## config.mk

```make
export PLATFORM = sky130hd
export DESIGN_NAME = native_mem_initiator
export DESIGN_NICKNAME = d
export VERILOG_FILES = /design/src/rtl/nmi_pkg.sv /design/src/rtl/nmi_timeout_ctr.sv /design/src/rtl/native_mem_initiator.sv
export SDC_FILE = /design/constraint.sdc
export NUM_CORES = 1
export LEC_CHECK = 0
export ABC_AREA = 1
export ABC_CLOCK_PERIOD_IN_PS = 3000
export BUFFER_PORTS_ARGS = -buffer_cell sky130_fd_sc_hd__buf_2
export CORE_ASPECT_RATIO = 1.1
export CORE_MARGIN = 5
export CORE_UTILIZATION = 50
export DETAILED_ROUTE_END_ITERATION = 16
export GPL_TIMING_DRIVEN = 0
export PLACE_DENSITY = 0.95
export SYNTH_ARGS = -nofsm -noshare
export SYNTH_HDL_FRONTEND = slang
export SYNTH_SLANG_ARGS = --single-unit
```

## constraint.sdc

```tcl
create_clock -name clk -period 3 [get_ports clk]
set_input_delay 0.3 -clock clk [delete_from_list [all_inputs] [get_ports clk]]
set_output_delay 0.3 -clock clk [all_outputs]
set_load 0.05 [all_outputs]
```

## src/rtl/nmi_pkg.sv

```systemverilog
// Shared types and constants for the native memory initiator.
package nmi_pkg;

    typedef enum logic [1:0] {
        IDLE = 2'd0,
        BUS  = 2'd1,
        RESP = 2'd2
    } nmi_state_t;

    localparam logic [3:0] WSTRB_READ = 4'b0000;
    localparam logic [3:0] WSTRB_WORD = 4'b1111;

    localparam int NMI_TIMEOUT_DEFAULT = 256;

    function automatic logic nmi_is_write(input logic [3:0] wstrb);
        return wstrb != WSTRB_READ;
    endfunction

endpackage

```

## src/rtl/nmi_timeout_ctr.sv

```systemverilog
// Bus-wait watchdog: loaded on command accept, counts down while the request
// is outstanding, and flags expiry on the last permitted wait cycle.
module nmi_timeout_ctr
    import nmi_pkg::*;
#(
    parameter int TIMEOUT_CYCLES = NMI_TIMEOUT_DEFAULT
) (
    input  logic clk,
    input  logic rst,
    input  logic load,
    input  logic count,
    output logic expire
);

    localparam int CW = (TIMEOUT_CYCLES > 1) ? $clog2(TIMEOUT_CYCLES) : 1;

    logic [CW-1:0] cnt;

    always_ff @(posedge clk) begin
        if (!rst) begin
            cnt <= '0;
        end else if (load) begin
            cnt <= CW'(TIMEOUT_CYCLES - 1);
        end else if (count && (cnt != '0)) begin
            cnt <= cnt - 1'b1;
        end
    end

    // Reaching zero means TIMEOUT_CYCLES-1 cycles have already gone unanswered.
    assign expire = (cnt == '0);

endmodule

```

## src/rtl/native_mem_initiator.sv

```systemverilog
// Bus-master end of the PicoRV32 native memory interface: one command in, one
// native-bus transaction out, one response back. Optional bus-wait timeout
// is compiled in with NMI_TIMEOUT_EN.
//
// state | meaning
// IDLE  | waiting for a command, cmd_ready high
// BUS   | mem_valid high, request held until mem_ready (or timeout)
// RESP  | rsp_valid high, waiting for rsp_ready
module native_mem_initiator
    import nmi_pkg::*;
#(
    parameter int ADDR_W         = 32,
    parameter int TIMEOUT_CYCLES = NMI_TIMEOUT_DEFAULT
) (
    input  logic              clk,
    input  logic              rst,

    input  logic              cmd_valid,
    output logic              cmd_ready,
    input  logic [ADDR_W-1:0] cmd_addr,
    input  logic [31:0]       cmd_wdata,
    input  logic [3:0]        cmd_wstrb,
    input  logic              cmd_instr,

    output logic              mem_valid,
    output logic              mem_instr,
    input  logic              mem_ready,
    output logic [ADDR_W-1:0] mem_addr,
    output logic [31:0]       mem_wdata,
    output logic [3:0]        mem_wstrb,
    input  logic [31:0]       mem_rdata,

    output logic              rsp_valid,
    input  logic              rsp_ready,
    output logic [31:0]       rsp_rdata,
    output logic              rsp_err,
    output logic [31:0]       txn_count
);

    localparam logic [1:0] ST_IDLE = IDLE;
    localparam logic [1:0] ST_BUS  = BUS;
    localparam logic [1:0] ST_RESP = RESP;

    logic [1:0] state;
    logic       cmd_accept;
    logic       bus_done;
    logic       timeout_hit;
    logic [1:0] unused_addr_lsb;

    assign cmd_ready       = (state == ST_IDLE);
    assign cmd_accept      = cmd_valid && cmd_ready;
    assign bus_done        = (state == ST_BUS) && mem_ready;
    assign unused_addr_lsb = cmd_addr[1:0];

`ifdef NMI_TIMEOUT_EN
    logic expire;

    nmi_timeout_ctr #(
        .TIMEOUT_CYCLES (TIMEOUT_CYCLES)
    ) u_timeout_ctr (
        .clk    (clk),
        .rst    (rst),
        .load   (cmd_accept),
        .count  (state == ST_BUS),
        .expire (expire)
    );

    // mem_ready on the expiry edge still wins.
    assign timeout_hit = (state == ST_BUS) && !mem_ready && expire;

    always_ff @(posedge clk) begin
        if (!rst) begin
            rsp_err <= 1'b0;
        end else if (bus_done) begin
            rsp_err <= 1'b0;
        end else if (timeout_hit) begin
            rsp_err <= 1'b1;
        end
    end
`else
    logic [31:0] unused_timeout_cycles;

    assign unused_timeout_cycles = 32'(TIMEOUT_CYCLES);
    assign timeout_hit           = 1'b0;
    assign rsp_err               = 1'b0;
`endif

    always_ff @(posedge clk) begin
        if (!rst) begin
            state     <= ST_IDLE;
            mem_valid <= 1'b0;
            mem_instr <= 1'b0;
            mem_addr  <= '0;
            mem_wdata <= '0;
            mem_wstrb <= '0;
            rsp_valid <= 1'b0;
            rsp_rdata <= '0;
            txn_count <= '0;
        end else begin
            case (state)
                ST_IDLE: begin
                    if (cmd_valid) begin
                        mem_addr  <= {cmd_addr[ADDR_W-1:2], 2'b00};
                        mem_wdata <= cmd_wdata;
                        mem_wstrb <= cmd_wstrb;
                        mem_instr <= cmd_instr;
                        mem_valid <= 1'b1;
                        state     <= ST_BUS;
                    end
                end
                ST_BUS: begin
                    if (mem_ready) begin
                        mem_valid <= 1'b0;
                        rsp_rdata <= nmi_is_write(mem_wstrb) ? 32'd0 : mem_rdata;
                        rsp_valid <= 1'b1;
                        txn_count <= txn_count + 32'd1;
                        state     <= ST_RESP;
                    end else if (timeout_hit) begin
                        mem_valid <= 1'b0;
                        rsp_rdata <= 32'd0;
                        rsp_valid <= 1'b1;
                        txn_count <= txn_count + 32'd1;
                        state     <= ST_RESP;
                    end
                end
                ST_RESP: begin
                    if (rsp_ready) begin
                        rsp_valid <= 1'b0;
                        state     <= ST_IDLE;
                    end
                end
                default: begin
                    mem_valid <= 1'b0;
                    rsp_valid <= 1'b0;
                    state     <= ST_IDLE;
                end
            endcase
        end
    end

endmodule

```

# After elaboration in Yosys (flattened, before gate mapping)
# Index checks and enable logic that the tools add are counted.
dict set report op_classes {
  mux 11
  bitwise 2
  reduce_logical 7
  n_eq_ne 5
  addsub 1
}
# operator n
set ops {}
lappend ops {{32-bit by 1-bit adder with 32-bit output, second input constant} 1}
lappend ops {{32-bit two-way mux} 1}
lappend ops {{3-bit AND reduction} 3}
lappend ops {{2-bit two-way mux} 3}
lappend ops {{2-bit inequality test, second input constant} 3}
lappend ops {{1-bit case mux with 3 select lines} 2}
lappend ops {{2-bit case mux with 3 select lines} 1}
lappend ops {{1-bit two-way mux} 4}
lappend ops {{2-bit AND reduction} 2}
lappend ops {{4-bit nonzero test} 1}
lappend ops {{2-bit by 1-bit equality test with 1-bit output, second input constant} 1}
lappend ops {{2-bit equality test, second input constant} 1}
lappend ops {{2-bit zero test} 1}
lappend ops {{1-bit inverter} 2}
dict set report totals {
  input_bits 106
  register_bits 135
}

# Logic depth before layout (Yosys ltp)
dict set report depth {
  word_depth 3
  ltp_mapped 9
  mapped_depth_nobuf 9
}

# Least setup slack after synthesis
# No wires, ideal clock.
dict set report synth_timing {
  kind {register to register}
  from {reg txn_count[1]}
  to {reg txn_count[10]}
  t_arrival_ns 1.666
  setup_slack_ns 1.215
  stages_incl_launch_ff 9
  path_cell_list {dfxtp_1 -> ha_1 -> inv_1 -> nor2_1 -> nand2_1 -> nor2_2 -> nand2_1 -> o21ai_0 -> a21oi_1}
}
dict set report synth_between {
  elab_chain_cells 1
}
# element line
set synth_lines {}
lappend synth_lines {{start, declared} native_mem_initiator.sv:37} ;# output logic [31:0] txn_count
lappend synth_lines {{start signal, assigned} native_mem_initiator.sv:116} ;# txn_count <= txn_count + 32'd1;
lappend synth_lines {{start signal, assigned} native_mem_initiator.sv:122} ;# txn_count <= txn_count + 32'd1;
lappend synth_lines {{32-bit by 1-bit adder with 32-bit output} n/a}
# No other way between the ends.
# A chain may end at the register's enable or synchronous reset.

# Worst setup path in the final report
# Ends and elaborated chain as after synthesis.

==> results.md <==
* Final worst-path cycle share at ~56%
* Final #Nets at 1075
* Final number of max-transition violations at 0
* Required time worst endpoint at 3.29 ns
* FF+latch count, synth at approximately 140
* Wire length of the first global-routing pass at ~26000 microns
* Setup bufs post-CTS at 0
* Unrepaired setup endpoints after global routing: no
* Total clock buffers created by CTS at 17
* Setup violators final at 0
* Least-Margin Pin Slew at 0.635 ns
* Hold Buf Count CTS at 0
* DR iter-0 viols at 299
* Height of the die at 118 microns
* Most common library cell in the layout ignoring fill and taps: sky130_fd_sc_hd__buf_2
* Resized cells post-CTS at 0
* Leakage power figure at ~0.0035 uW
* Worst voltage drop across the vdd grid at between 0.0004 and 0.0005 V
* Half-perimeter wire length after placement at 12700 microns
* Final Instance Area at approximately 7300 sq um
* Cell count after synthesis at between 700 and 800
* Clock transition at the registers of the reported paths at 0.06 ns
* IO Port Bufs at 237
* Pin count of the biggest net entering global routing at 17
* Area grow syn2layout at 38.5%
* GR Util All Layers at about a quarter
* Crit path capture type: flip-flop
* Cell area reported after detailed placement at 6640 sq um
* Setup TNS at 0 ns
* Register area share after synthesis at 51.3%
* Number of iterations in the first detailed-routing pass at 5
* Number of antenna repair diodes at 0
* Antenna violations before repair at 0
* Synth warnings at 0
* Clock Skews at 0.00833 ns
* Width of the chip at 108 microns
* Commonest non-fill, non-tap cells in the layout: 247 x sky130_fd_sc_hd__buf_2, 231 x sky130_fd_sc_hd__nor2_1, 135 x sky130_fd_sc_hd__dfxtp_1
* Type of element launching the critical path: flip-flop
* Post-route minimum period at 1.69 ns
* IO Count at 243
* Number of global-route vias before repair at 5518
* Count of H-tree levels built during CTS at 4
* Layout cell share with drive strength beyond 1 at 29.9%
* Initial core utilization at 50.9%
* CTS Root Cell: sky130_fd_sc_hd__clkbuf_16
* Final weighted congestion in routability-driven placement at 0.918
* Sink count of the clock tree at 135
* Total power per unit cell area at 689 nW/um^2
* Critical path type: reg -> reg
* # Max-Cap Violations at 0
* Flop2flop setup slack at 1.31 ns
* Total wirelength of the detailed-routed design at 16700 microns
* Total number of placement rows at 39
* Source-to-sink clock delay at the later pin of the worst-skew pair at 0.41 ns
* Core Box Area at between 10000 and 15000 sq um
* Maximum clock frequency at between 500 and 600 MHz
* Clock buffer depth at 2
* Die Footprint at 12700 sq um
* Hold violation total from the final report at 0
* CP arrival at 1.97 ns
* HP Class: in -> reg
* Netlist area before placement at 5270 sq um
* Worst-path fanout max at 7
* DRC errors left at 0
* Per-instance average area after synthesis at 7.42 sq um
* Status: complete, no violations
* Wire per inst at about 15 microns
* Clock tree from TritonCTS: done
* Final standard cell utilization of the core at 70.5%
* Ratio of routed vias to standard cells at 5.06
* Cell variety after synth at 27
* Gr ovfl total at 0
* Slack of the critical path at 1.31 ns
* Setup slack at placement at 1.25 ns
* Slew margin rel. at 57.6%
* Total vias in the final route at 5692
* Antenna-violating nets left at 0
## worst max-delay path, stage by stage, from the launching register on
cell,delay (ns)
sky130_fd_sc_hd__dfxtp_1,0.37
sky130_fd_sc_hd__ha_1,0.18
sky130_fd_sc_hd__inv_1,0.05
sky130_fd_sc_hd__nor2_1,0.26
sky130_fd_sc_hd__nand2_1,0.11
sky130_fd_sc_hd__nor2_2,0.24
sky130_fd_sc_hd__nand2_1,0.12
sky130_fd_sc_hd__o21ai_0,0.18
sky130_fd_sc_hd__a21oi_1,0.06
## final cells by class
cell class	instances	area, sq um
buffer	38	168
clock buffer	21	460
clock inverter	11	195
fill	840	3050
inverter	45	169
multi-input combinational	494	2230
sequential	135	2700
tap	143	179
timing repair buffer	237	1190
## routing by layer
layer  track usage [%]  up-vias  wire [microns]
met5                 0        -               0
met4              9.94        0             314
met3              8.78       29            1470
met2              47.2      252            8930
met1              27.4     2592            6020
li1                  -     2819               -
## cell usage after synthesis
library cell | n | share of area, %
sky130_fd_sc_hd__o21ai_0 | 77 | 7.3
sky130_fd_sc_hd__nand3b_1 | 2 | 0.29
sky130_fd_sc_hd__nand4_1 | 7 | 0.83
sky130_fd_sc_hd__inv_1 | 42 | 3.0
sky130_fd_sc_hd__a21oi_1 | 19 | 1.8
sky130_fd_sc_hd__buf_1 | 1 | 0.071
sky130_fd_sc_hd__buf_2 | 10 | 0.95
sky130_fd_sc_hd__clkbuf_1 | 23 | 1.6
sky130_fd_sc_hd__clkinv_1 | 1 | 0.071
sky130_fd_sc_hd__nand3_1 | 31 | 2.9
sky130_fd_sc_hd__nor2_1 | 231 | 16
sky130_fd_sc_hd__clkbuf_2 | 1 | 0.095
sky130_fd_sc_hd__o21ai_1 | 2 | 0.19
sky130_fd_sc_hd__inv_2 | 2 | 0.14
sky130_fd_sc_hd__conb_1 | 1 | 0.071
sky130_fd_sc_hd__ha_1 | 1 | 0.24
sky130_fd_sc_hd__dfxtp_1 | 135 | 51
sky130_fd_sc_hd__buf_4 | 3 | 0.43
sky130_fd_sc_hd__nand3_4 | 1 | 0.33
sky130_fd_sc_hd__a22oi_1 | 32 | 4.6
sky130_fd_sc_hd__xor2_1 | 2 | 0.33
sky130_fd_sc_hd__nand2_1 | 69 | 4.9
sky130_fd_sc_hd__xnor2_1 | 1 | 0.17
sky130_fd_sc_hd__nor2_2 | 7 | 0.83
sky130_fd_sc_hd__nor3b_1 | 2 | 0.29
sky130_fd_sc_hd__nor3_1 | 5 | 0.48
sky130_fd_sc_hd__nand2_2 | 2 | 0.24
## worst paths after layout
check,endpoint,cells past startpoint,start
worst max-delay path,txn_count[10]$_SDFFE_PN0P_,8,txn_count[1]$_SDFFE_PN0P_
worst min-delay path,rsp_rdata[18]$_SDFFE_PN0P_,3,mem_rdata[18]
worst max register to register,txn_count[10]$_SDFFE_PN0P_,8,txn_count[1]$_SDFFE_PN0P_
worst min register to register,mem_addr[6]$_SDFFE_PN0P_,2,mem_addr[6]$_SDFFE_PN0P_
## power by group
group          total [uW]  switching (uW)  internal [uW]
Clock                2280             761           1520
Sequential           1940            51.7           1890
Combinational         795             595            200
## registers in the layout, indices dropped and copies added (netlist names)
name	count
mem_wdata	32
rsp_rdata	32
txn_count	32
mem_addr	30
mem_wstrb	4
state	2
mem_instr	1
mem_valid	1
rsp_valid	1
## per-stage QoR
step           instances  hold WS, ns  power (uW)
2_1_floorplan        712        0.448        2530
3_3_place_gp        1092        0.456        2760
3_5_place_dp        1092        0.466        2780
4_1_cts             1124        0.115        5050
5_1_grt             1124        0.119        5210
6_report            1124        0.134        5020
## cell families after synthesis
kind of cell,share of synthesized area [%]
simple gates,27.6
flops,51.3
compound gates,13.9
buf+inv,6.39
xor+xnor,0.499
fa+ha+maj,0.238
other cells,0.0712
(Power assumes the default switching activity.)
